**src/rtl/uart_tx_fifo_reader.sv**
```systemverilog
// UART transmitter that drains a show-ahead FIFO, one word per frame, LSB first.
// Optional parity bit after the data bits is enabled by defining UART_TX_PARITY_EN.
module uart_tx_fifo_reader #(
  parameter int CLK_FREQ   = 50_000_000,
  parameter int BAUD_RATE  = 115200,
  parameter int WIDTH      = 8,
  parameter bit PARITY_ODD = 1'b0
) (
  input  logic             clk,
  input  logic             rst,
  input  logic             enable,
  input  logic             fifo_empty,
  input  logic [WIDTH-1:0] fifo_data,
  output logic             fifo_rd_en,
  output logic             tx,
  output logic             busy,
  output logic             done
);

  localparam int CPB = CLK_FREQ / BAUD_RATE;
  localparam int CW  = (CPB > 1) ? $clog2(CPB) : 1;
  localparam int IW  = $clog2(WIDTH + 1);

  localparam logic [CW-1:0] CNT_MAX = CW'(CPB - 1);
  localparam logic [IW-1:0] IDX_MAX = IW'(WIDTH - 1);

  typedef enum logic [2:0] {
    IDLE,
    START,
    DATA,
`ifdef UART_TX_PARITY_EN
    PARITY,
`endif
    STOP
  } state_t;

  state_t           state_q, state_n;
  logic [CW-1:0]    cnt_q, cnt_n;
  logic [IW-1:0]    idx_q, idx_n;
  logic [WIDTH-1:0] shift_q, shift_n;
  logic             tx_q, tx_n;
  logic             busy_q, busy_n;
  logic             done_q, done_n;
`ifdef UART_TX_PARITY_EN
  logic             par_q, par_n;
`endif

  logic bit_end;
  logic launch;
  logic launch_pt;

  assign bit_end = (cnt_q == CNT_MAX);
  assign launch  = enable && !fifo_empty;

  // Launch points: idle, or the last cycle of a stop bit (gapless chaining).
  assign launch_pt = launch &&
                     ((state_q == IDLE) ||
                      ((state_q == STOP) && bit_end));

  assign fifo_rd_en = launch_pt && !rst;

  assign tx   = tx_q;
  assign busy = busy_q;
  assign done = done_q;

  always_comb begin
    state_n = state_q;
    cnt_n   = cnt_q;
    idx_n   = idx_q;
    shift_n = shift_q;
    tx_n    = tx_q;
    busy_n  = busy_q;
    done_n  = 1'b0;
`ifdef UART_TX_PARITY_EN
    par_n   = par_q;
`endif

    if ((state_q != IDLE) && !bit_end)
      cnt_n = cnt_q + CW'(1);

    unique case (state_q)
      IDLE: begin
        tx_n   = 1'b1;
        busy_n = 1'b0;
        cnt_n  = '0;
      end
      START: begin
        if (bit_end) begin
          state_n = DATA;
          cnt_n   = '0;
          tx_n    = shift_q[0];
        end
      end
      DATA: begin
        if (bit_end) begin
          cnt_n   = '0;
          shift_n = shift_q >> 1;
          if (idx_q == IDX_MAX) begin
            idx_n = '0;
`ifdef UART_TX_PARITY_EN
            state_n = PARITY;
            tx_n    = par_q;
`else
            state_n = STOP;
            tx_n    = 1'b1;
`endif
          end else begin
            idx_n = idx_q + IW'(1);
            tx_n  = shift_n[0];
          end
        end
      end
`ifdef UART_TX_PARITY_EN
      PARITY: begin
        if (bit_end) begin
          state_n = STOP;
          cnt_n   = '0;
          tx_n    = 1'b1;
        end
      end
`endif
      STOP: begin
        if (bit_end) begin
          state_n = IDLE;
          cnt_n   = '0;
          tx_n    = 1'b1;
          busy_n  = 1'b0;
          done_n  = 1'b1;
        end
      end
      default: begin
        state_n = IDLE;
        cnt_n   = '0;
        tx_n    = 1'b1;
        busy_n  = 1'b0;
      end
    endcase

    // The word sampled here is the one the FIFO discards on this edge.
    if (launch_pt) begin
      state_n = START;
      shift_n = fifo_data;
      cnt_n   = '0;
      idx_n   = '0;
      tx_n    = 1'b0;
      busy_n  = 1'b1;
`ifdef UART_TX_PARITY_EN
      par_n   = (^fifo_data) ^ PARITY_ODD;
`endif
    end
  end

  always_ff @(posedge clk) begin
    if (rst) begin
      state_q <= IDLE;
      cnt_q   <= '0;
      idx_q   <= '0;
      shift_q <= '0;
      tx_q    <= 1'b1;
      busy_q  <= 1'b0;
      done_q  <= 1'b0;
`ifdef UART_TX_PARITY_EN
      par_q   <= 1'b0;
`endif
    end else begin
      state_q <= state_n;
      cnt_q   <= cnt_n;
      idx_q   <= idx_n;
      shift_q <= shift_n;
      tx_q    <= tx_n;
      busy_q  <= busy_n;
      done_q  <= done_n;
`ifdef UART_TX_PARITY_EN
      par_q   <= par_n;
`endif
    end
  end

endmodule
```
**config.mk**
```make
export PLATFORM = sky130hd
export DESIGN_NAME = uart_tx_fifo_reader
export DESIGN_NICKNAME = d
export VERILOG_FILES = /design/src/rtl/uart_tx_fifo_reader.sv
export SDC_FILE = /design/constraint.sdc
export NUM_CORES = 1
export LEC_CHECK = 0
export CORE_UTILIZATION = 35
export CTS_CLUSTER_DIAMETER = 50
export DETAILED_ROUTE_END_ITERATION = 8
export HOLD_SLACK_MARGIN = 0.02
export PLACE_DENSITY = 0.52
export SYNTH_ARGS = -nofsm -noshare
export SYNTH_HDL_FRONTEND = slang
export SYNTH_SLANG_ARGS = --single-unit
```
**constraint.sdc**
```tcl
create_clock -name clk -period 2.7 [get_ports clk]
set_input_delay 0.54 -clock clk [delete_from_list [all_inputs] [get_ports clk]]
set_output_delay 0.54 -clock clk [all_outputs]
set_load 0.005 [all_outputs]
```
==> PnR_summary.wiki <==
{| class="wikitable"
! Metric !! Value
|-
| Result of the run || completed
|-
| Post-synth ARST share || 0%
|-
| TritonCTS clock tree || yes
|-
| Final Hold Vio Count || 0
|-
| Clock-pin transition on the worst setup and hold timing paths || approximately 0.09 ns
|-
| Net count after synthesis || between 150 and 200
|-
| Post-DP HPWL || ~2200 um
|-
| Maximum clock path buffer count || 2
|-
| Number of max-cap violations || 0
|-
| Hold Buf Count CTS || 0
|-
| Initial antenna violation count || 0
|-
| Total cell area at the placement stage || ~1600 um2
|-
| Mapped Area || between 1000 and 1500 um2
|-
| Critical path class || in -> out
|-
| Die span in y || around 64 um
|-
| Post-Place Worst Slack || 0.139 ns
|-
| Data arrival time of the critical path || 2.02 ns
|-
| Vias per std cell || roughly 5.2
|-
| Post-synthesis sequential element count || 26
|-
| Number of port buffers || 15
|-
| TritonCTS Sinks || 26
|-
| Sort of element at the start of the critical path || primary input
|-
| Count of distinct cell types in the synthesized netlist || 38
|-
| Total power density per cell area || approximately 440 nW/um2
|-
| Most common flop cell mapped by yosys || dfxtp_1
|-
| Highest attainable clock frequency || around 390 MHz
|-
| Count of mapped cells out of synthesis || 153
|-
| Synth cell count leaders || 26 x dfxtp_1, 21 x nor2_1, 13 x nand2_1
|-
| Post-Layout Inst Area || approximately 1600 um2
|-
| Number of warnings reported in the yosys synthesis log || 0
|-
| Leakage power total || between 0.5 and 0.6 nW
|-
| Library cell with the largest summed area after synthesis || dfxtp_1
|-
| EDFF count, synth || 0
|-
| Growth of design area from synthesis to finish || 19.8%
|-
| Required time of the critical path || ~2.2 ns
|-
| Inserted Diodes || 0
|-
| Insertion delay to the later sink of the worst-skew pair || ~0.27 ns
|-
| Post-DR wirelength/cell || between 10 and 15 um
|-
| Die outline area || between 4000 and 5000 um2
|-
| CTS-repair resized insts || 0
|-
| Total Power Consumption || just over 0.7 mW
|-
| Initial core utilization || 36.7%
|-
| Iteration-0 DRC count of the detailed router || 38
|-
| Total global-route track usage || approximately 16%
|-
| Core region area || around 3700 um2
|-
| Total I/O pin count || 16
|-
| Worst Hold Class || reg -> reg
|-
| Max Clock Skew || ~0.0011 ns
|-
| Setup-failing EPs final || 0
|-
| Final worst hold slack || approximately 0.49 ns
|-
| Avg Inst Size Synth || between 8 and 9 um2
|-
| Fin crit share || 94.8%
|-
| Post-Route Setup TNS || 0 ns
|-
| Layout cells sized above 1 || under 10%
|-
| Number of buffers inserted by post-CTS setup repair || 0
|-
| Vias in the first global route || about 1,100
|-
| Via count || between 1,000 and 1,500
|-
| Crit path capture type || primary output
|-
| Final net count || roughly 190
|-
| Weighted congestion reported at the end of routability-driven placement || 0.818
|-
| RSZ-0062 raised after global routing || no
|-
| Max transition margin || roughly two thirds
|-
| Worst Path Max Fanout || 5
|-
| Total of fill cells in the finished design || ~370
|-
| Max H-tree Level || 1
|-
| Fin worst setup slack || ~0.14 ns
|-
| Cell Count, Final, Fillers Out || about 220
|-
| Maximum vdd drop || approximately 0.17 mV
|-
| Die X || between 60 and 70 um
|-
| Post-layout util || a little over two fifths
|-
| Yosys top cell area share || 38.4%
|-
| Post-detailed-routing wire length || between 2000 and 3000 um
|-
| Global-route congestion overflow total || 0
|-
| Wire length of the first global-routing pass || ~5200 um
|-
| Shortest clock period the worst path allows after layout || 2.56 ns
|-
| Site row count || 22
|-
| Number of routed nets with antenna violations || 0
|-
| Pin count of the biggest net entering global routing || 15
|-
| Inserted Clock Buffers || 3
|-
| Sequential fraction of the synthesis area || 38.4%
|-
| Most frequent cell after synthesis || dfxtp_1
|-
| DRC violation count after routing || 0
|-
| First-pass DRT Iterations || 4
|-
| Biggest area contributors in the synthesized netlist || dfxtp_1 38%, ha_1 7.4%, nor2_1 5.8%, a21oi_1 4.4%, a32oi_1 3.9%
|-
| Cell at the root of the clock tree || clkbuf_8
|-
| Max-slew violation count || 0
|-
| Cell total after placement || ~220
|-
| Worst Max-Slew Pin Slew || slightly below 0.5 ns
|}
[layout by cell type (no fill, tap or decap), types with 3 or more instances in the layout]
master,instances
buf_4,5
a21oi_1,12
clkbuf_8,3
xnor2_1,4
ha_1,8
xor2_1,5
nand3_1,3
nand2_1,13
nor3_1,3
nor2_1,21
nand3b_1,3
dfxtp_1,26
a32oi_1,6
nand4_1,4
and3b_1,3
inv_1,4
o21ai_0,5
clkdlybuf4s50_1,15
[final cells by class]
class	instances	area, um2	area share, %
repair buffers	20	188	11.6
well taps	48	60.1	3.70
flip-flops and latches	26	520	32.1
multi-input cells	118	797	49.2
clock buffers	3	41.3	2.55
inverters	4	15.0	0.926
[routing by layer]
metal | vias to the layer above | global-route usage [%] | share of wire, %
met4 | 0 | 4.17 | 0.85
met3 | 4 | 2.68 | 2.7
met5 | - | 0 | 0
li1 | 591 | - | -
met2 | 22 | 26.2 | 45
met1 | 529 | 21.6 | 51
[kinds of logic after synthesis]
logic type,Yosys count,share of synthesized area (%)
AOI/OAI and AO/OA,33,17.0
xor gates and xnor gates,9,5.82
adders and majority gates,8,7.39
buffers and inverters,9,2.68
DFF,26,38.4
muxes,1,0.739
and+or+nand+nor,67,27.9
[worst max-delay path, cell delays in order]
cell and delay (ns):
clkdlybuf4s50_1 0.54, and3b_1 0.25, a31oi_1 0.08, nor2_1 0.11
clkdlybuf4s50_1 0.50
[sequential cells by signal, indices dropped and copies added, names as in the netlist]
signal / flops
cnt_q: 9
done: 1
idx_q: 4
shift_q: 8
busy: 1
tx: 1
state_q: 2
[where the power goes]
| part | internal (mW) | total, mW | switching (mW) |
|---|---|---|---|
| Sequential | 0.395 | 0.402 | 0.00768 |
| Clock | 0.100 | 0.219 | 0.119 |
| Combinational | 0.0452 | 0.0871 | 0.0420 |
| Total | 0.540 | 0.708 | 0.169 |
[worst paths after layout]
check / start / endpoint / slack [ns] / cells past startpoint
hold reg to reg: idx_q[1]$_SDFFE_PP0P_ / idx_q[1]$_SDFFE_PP0P_ / 0.49 / 2
hold / removal: idx_q[1]$_SDFFE_PP0P_ / idx_q[1]$_SDFFE_PP0P_ / 0.49 / 2
setup reg to reg: cnt_q[3]$_SDFFE_PP0P_ / cnt_q[0]$_SDFFE_PP0P_ / 0.79 / 4
setup / recovery: enable / fifo_rd_en / 0.14 / 5
Power figures use the tool's default switching activity.
==> RTL change 1, RTL diff (config.mk and constraints unchanged) <==
Change the parameter `CLK_FREQ` from 50_000_000 to 25_000_000.
--- a/src/rtl/uart_tx_fifo_reader.sv
+++ b/src/rtl/uart_tx_fifo_reader.sv
@@ -2,5 +2,5 @@
 // Optional parity bit after the data bits is enabled by defining UART_TX_PARITY_EN.
 module uart_tx_fifo_reader #(
-  parameter int CLK_FREQ   = 50_000_000,
+  parameter int CLK_FREQ   = 25_000_000,
   parameter int BAUD_RATE  = 115200,
   parameter int WIDTH      = 8,
Check against the original RTL: no difference found for any inputs over 10 cycles, from zero or initial values and one cycle with rst high; that may be too few to reach the edited logic, so the function may still have changed.
==> RTL change 1 against the original RTL <==
Clock power decreased by 22%; routed wire length decreased by 7.4%; worst setup slack got worse by 33 ps; combinational power increased by 8.5%; power decreased by 7.5%; area after synthesis decreased by 6.4%; sequential cell count decreased by 1; design area decreased by 5.6%; largest cell class unchanged; largest power group unchanged.
==> RTL change 1: results (changes against the original RTL) <==
outcome -> completed
antenna violations before repair -> 0 (unchanged)
Distinct cells, synth -> 35 (-7.9%)
cell class contributing the biggest share of worst-path delay -> buffers and inverters
sequential share of the synthesized area -> 39.5% (+1.0 points)
top cells by count, synth -> sky130_fd_sc_hd__dfxtp_1, sky130_fd_sc_hd__nor2_1, sky130_fd_sc_hd__mux2i_1, sky130_fd_sc_hd__ha_1, sky130_fd_sc_hd__inv_1
Synth area leaders -> sky130_fd_sc_hd__dfxtp_1, sky130_fd_sc_hd__ha_1, sky130_fd_sc_hd__mux2i_1
Critical Path Slowest Stage Cell -> sky130_fd_sc_hd__clkdlybuf4s50_1
Net Sw Frac -> 25.2% (+1.4 points)
RD Place Congestion -> 0.740 (-9.6%)
Max rail drop VDD -> 0.204 mV (+24%)
count of multi-input gates -> 104 (-12%)
Top Registers -> cnt_q (8), shift_q (8), idx_q (4)
FFs & Latches -> 25 (-3.8%)
clock buffer count from CTS -> 3 (unchanged)
buffer cell driving the clock tree root -> sky130_fd_sc_hd__clkbuf_4
average vias per placed instance -> 5.19 (-0.76%)
area occupied by multi-input gates -> 726 um^2 (-8.9%)
clock-pin slew of the registers on the worst-case setup and hold paths -> 130 ps (+40 ps)
Crit path arrival time -> 2050 ps (+30 ps)
fraction of area in clock buffers and inverters -> 1.72% (-0.83 points)
portion of total power attributed to the clock network -> 25.9% (-5.0 points)
first-pass GRT wire length -> 4750 um (-9.1%)
overall track demand over capacity in global routing -> 15.2% (-0.80 points)
fill cell count -> 345 (-7.3%)
fraction of final layout cells with drive strength greater than 1 -> 7.45% (+1.0 points)
worst slew slack as a fraction of its limit -> 67.4% (+0.19 points)
Warnings, synthesis -> 0 (unchanged)
net count of the finished layout -> 182 (-5.7%)
clock buffer count in the final layout -> 4 (+1)
Worst Skew -> 1.04 ps (-0.0390 ps)
Buffers on Ports -> 15 (unchanged)
number of global-route vias before repair -> 1043 (-7.4%)
non-clk buf share -> 12.3% (+0.69 points)
net count after synthesis -> 163 (-5.8%)
Pre-Repair DR Iteration Count -> 4 (unchanged)
async set or reset register ratio after synthesis -> 0% (unchanged)
First DRT Iteration DRCs -> 38 (unchanged)
Critical Path Max Stage Delay -> 500 ps (-40 ps)
combinational share of power -> 14.4% (+2.1 points)
Inverters, non-clock -> 8 (+4)
Lkg Pwr -> 0.594 nW (+2.2%)
placed wire-length estimate -> 1960 um (-12%)
Reg area -> 503 um^2 (-3.4%)
Skew-Pair Late Insertion Delay -> 320 ps (+50 ps)
number of cells upsized or downsized after cts -> 2 (+2)
number of setup buffers added after CTS -> 0 (unchanged)
drt wl/cell -> 13.2 um (-2.1%)
RTL change 1: changes by cell type after synthesis, moves of 3 or more:
cell,change
sky130_fd_sc_hd__inv_1,+4
sky130_fd_sc_hd__nand3_1,+3
sky130_fd_sc_hd__a221oi_1,+5
sky130_fd_sc_hd__a21oi_1,-7
sky130_fd_sc_hd__mux2i_1,+8
sky130_fd_sc_hd__a32oi_1,-6
sky130_fd_sc_hd__nor3_1,-3
sky130_fd_sc_hd__nand2_1,-9
sky130_fd_sc_hd__nand3b_1,-3
RTL change 1: per-layer routing:
layer	up-vias	track usage, %	part of all wire [%]
li1	548	-	-
met1	509	19.9	51
met2	16	25.1	46
met3	2	2.02	2.4
met4	0	6.10	0.73
met5	-	0	0
RTL change 1: worst paths after layout:
path	from	to	slack, ps	depth (start not counted)
worst max register to register	cnt_q[6]	shift_q[0]	600	5
worst max-delay path	cnt_q[0]	fifo_rd_en	110	7
worst min-delay path	idx_q[3]	idx_q[3]	500	2
worst min register to register	idx_q[3]	idx_q[3]	500	2
RTL change 1: kinds of logic (layout without fill, tap and decap cells):
family                     count (synthesis)  after routing  share of synthesized area [%]
AOI/OAI and AO/OA                         28             28                           15.1
adders and majority gates                  8              8                           7.90
muxes                                      9              9                           7.11
buffers and inverters                     14             32                           4.34
DFF                                       25             25                           39.5
and+or+nand+nor                           51             51                           20.5
xor gates and xnor gates                   8              8                           5.53
RTL change 1: per-stage QoR:
step           setup WS [ps]  total power [W]  hold slack, ps  area [um^2]  std cells
2_1_floorplan            647         0.000448             458         1270        143
3_3_place_gp             306         0.000489             467         1480        202
3_5_place_dp             275         0.000490             493         1480        202
4_1_cts                 9.75         0.000659             513         1520        206
5_1_grt                 27.5         0.000690             534         1530        207
6_report                 107         0.000655             504         1530        207
==> RTL change 2, RTL diff (config.mk and constraints unchanged) <==
Made on the original files. Reset style: asynchronous (`rst`), changed in one clocked block.
--- a/src/rtl/uart_tx_fifo_reader.sv
+++ b/src/rtl/uart_tx_fifo_reader.sv
@@ -151,5 +151,5 @@
   end
 
-  always_ff @(posedge clk) begin
+  always_ff @(posedge clk or posedge rst) begin
     if (rst) begin
       state_q <= IDLE;
Check against the original RTL: differs if rst is asserted again (counterexample within 4 cycles, from zero or initial values and one cycle with rst high); with rst held inactive, the same outputs for 10 cycles.
==> RTL change 2 against the original RTL <==
Routed wire length fell by 8.9%; register-to-register slack got worse by 130 ps; clock skew rose by 7.0 ps; sequential share of layout area rose by 6.0 points; worst hold slack got worse by 4.8 ps; area after synthesis rose by 5.4%; fmax rose by 14%; design area rose by 5.6%; non-clock buffer count rose by 1; sequential cell count did not move; worst setup slack improved by 310 ps; critical endpoint unchanged; highest routed layer unchanged.
Power is not compared: it rests on default switching activity, and its combinational part moved more than twofold at a synthesized area within 25%.
==> RTL change 2: results (changes against the original RTL) <==
sequential share of the synthesized area -> 45.7% (+7.3 points)
first-pass GRT wire length -> 4620 um (-12%)
net count of the finished layout -> 185 (-4.1%)
fill cell count -> 368 (-1.1%)
routed metal-1 wire length -> 1450 um (-4.3%)
highest metal layer with signal wires -> met4
async set or reset register ratio after synthesis -> 100% (+100 points)
count of multi-input gates -> 104 (-12%)
fraction of final layout cells with drive strength greater than 1 -> 8.59% (+2.2 points)
Routed WL -> 2690 um (-8.9%)
Lkg Pwr -> 0.800 nW
vias post-DR -> 1047 (-8.6%)
dominant register cell in the synthesized netlist -> sky130_fd_sc_hd__dfrtp_1
non-clk buf share -> 11.5% (-0.033 points)
overall track demand over capacity in global routing -> 14.1% (-1.9 points)
proportion of cell area occupied by multi-input gates -> 42.5% (-6.6 points)
met3 routed WL -> 53 um (-34%)
gate count of the mapped netlist -> 144 (-5.9%)
Buffers excl. clock -> 21 (+5.0%)
Distinct cells, synth -> 39 (+2.6%)
Crit path arrival time -> 1710 ps (-310 ps)
Inverters, non-clock -> 8 (+4)
critical-path maximum fanout -> 6 (+1)
fraction of area in clock buffers and inverters -> 2.63% (+0.083 points)
top cells by count, synth -> sky130_fd_sc_hd__dfrtp_1, sky130_fd_sc_hd__nor2_1, sky130_fd_sc_hd__nor3_1
number of cells upsized or downsized after cts -> 1 (+1)
met3 layer usage reported by global route -> 2.59% (-0.092 points)
Skew-Pair Late Insertion Delay -> 270 ps (about the same)
clock buffer count in the final layout -> 4 (+1)
Synth area leaders -> sky130_fd_sc_hd__dfrtp_1, sky130_fd_sc_hd__ha_1, sky130_fd_sc_hd__mux2i_1
transition at the pin with the smallest max-transition slack -> 434 ps (-56.6 ps)
class of the tightest hold or removal check -> register to register
met1 demand-to-capacity share in global routing -> 21.2% (-0.49 points)
outcome -> completed
met2 usage -> 20.5% (-5.7 points)
Reg area -> 652 um^2 (+25%)
First DRT Iteration DRCs -> 49 (+29%)
Met2 Routed Length -> 1170 um (-12%)
RD Place Congestion -> 0.777 (-5.1%)
worst-case register-to-register setup slack -> 660 ps (-130 ps)
number of global-route vias before repair -> 977 (-13%)
buffer cell driving the clock tree root -> sky130_fd_sc_hd__clkbuf_8
H-tree depth -> 1 (unchanged)
net count after synthesis -> 165 (-4.6%)
placed wire-length estimate -> 1970 um (-11%)
drt wl/cell -> 12.7 um (-5.5%)
Worst Skew -> 8.06 ps (+6.99 ps)
pin count of the biggest net entering global routing -> 27 (+12)
Seq power -> 0.000660 W
==> RTL change 2: cell types whose count changed in the layout (fill, tap and decap cells not counted), moves of 6 or more <==
cell                      delta
sky130_fd_sc_hd__dfxtp_1    -26
sky130_fd_sc_hd__dfrtp_1    +25
sky130_fd_sc_hd__mux2i_1     +8
sky130_fd_sc_hd__nand2_1     -8
sky130_fd_sc_hd__nor3_1      +7
sky130_fd_sc_hd__a32oi_1     -6
==> RTL change 2: critical path, stage by stage (launching register included) <==
cell and delay, ps:
sky130_fd_sc_hd__dfrtp_1 420, sky130_fd_sc_hd__inv_1 70, sky130_fd_sc_hd__ha_1 130, sky130_fd_sc_hd__and4_4 240
sky130_fd_sc_hd__a31oi_2 110, sky130_fd_sc_hd__or2_1 260, sky130_fd_sc_hd__nor2_1 80, sky130_fd_sc_hd__dlymetal6s2s_1 120
==> RTL change 2: worst paths after layout <==
path,endpoint,cells past startpoint,startpoint
max in group asynchronous,tx,3,rst
setup reg to reg,idx_q[3],5,cnt_q[3]
min in group asynchronous,state_q[1],3,rst
setup / recovery,fifo_rd_en,7,cnt_q[1]
hold / removal,tx,2,tx
hold reg to reg,tx,2,tx
==> RTL change 2: metrics by stage <==
step / total power, W / hold WS (ps) / cell area, um^2 / utilization (%) / setup slack, ps
floorplan: 0.000875 / 457 / 1430 / - / 672
global placement: 0.000982 / 469 / 1660 / 43.9 / 242
detailed placement: 0.000991 / 464 / 1660 / 43.9 / 233
CTS: 0.00122 / 487 / 1700 / 45.2 / 25.1
global route: 0.00131 / 494 / 1710 / 45.4 / 287
finish: 0.00121 / 481 / 1710 / 45.4 / 448
==> RTL change 2: cells by family after synthesis <==
logic type,share of synthesized area (%)
mux,7.11
flops,45.7
fa+ha+maj,7.89
compound gates,9.91
xor+xnor,5.53
buf+inv,3.86
simple gates,20.0
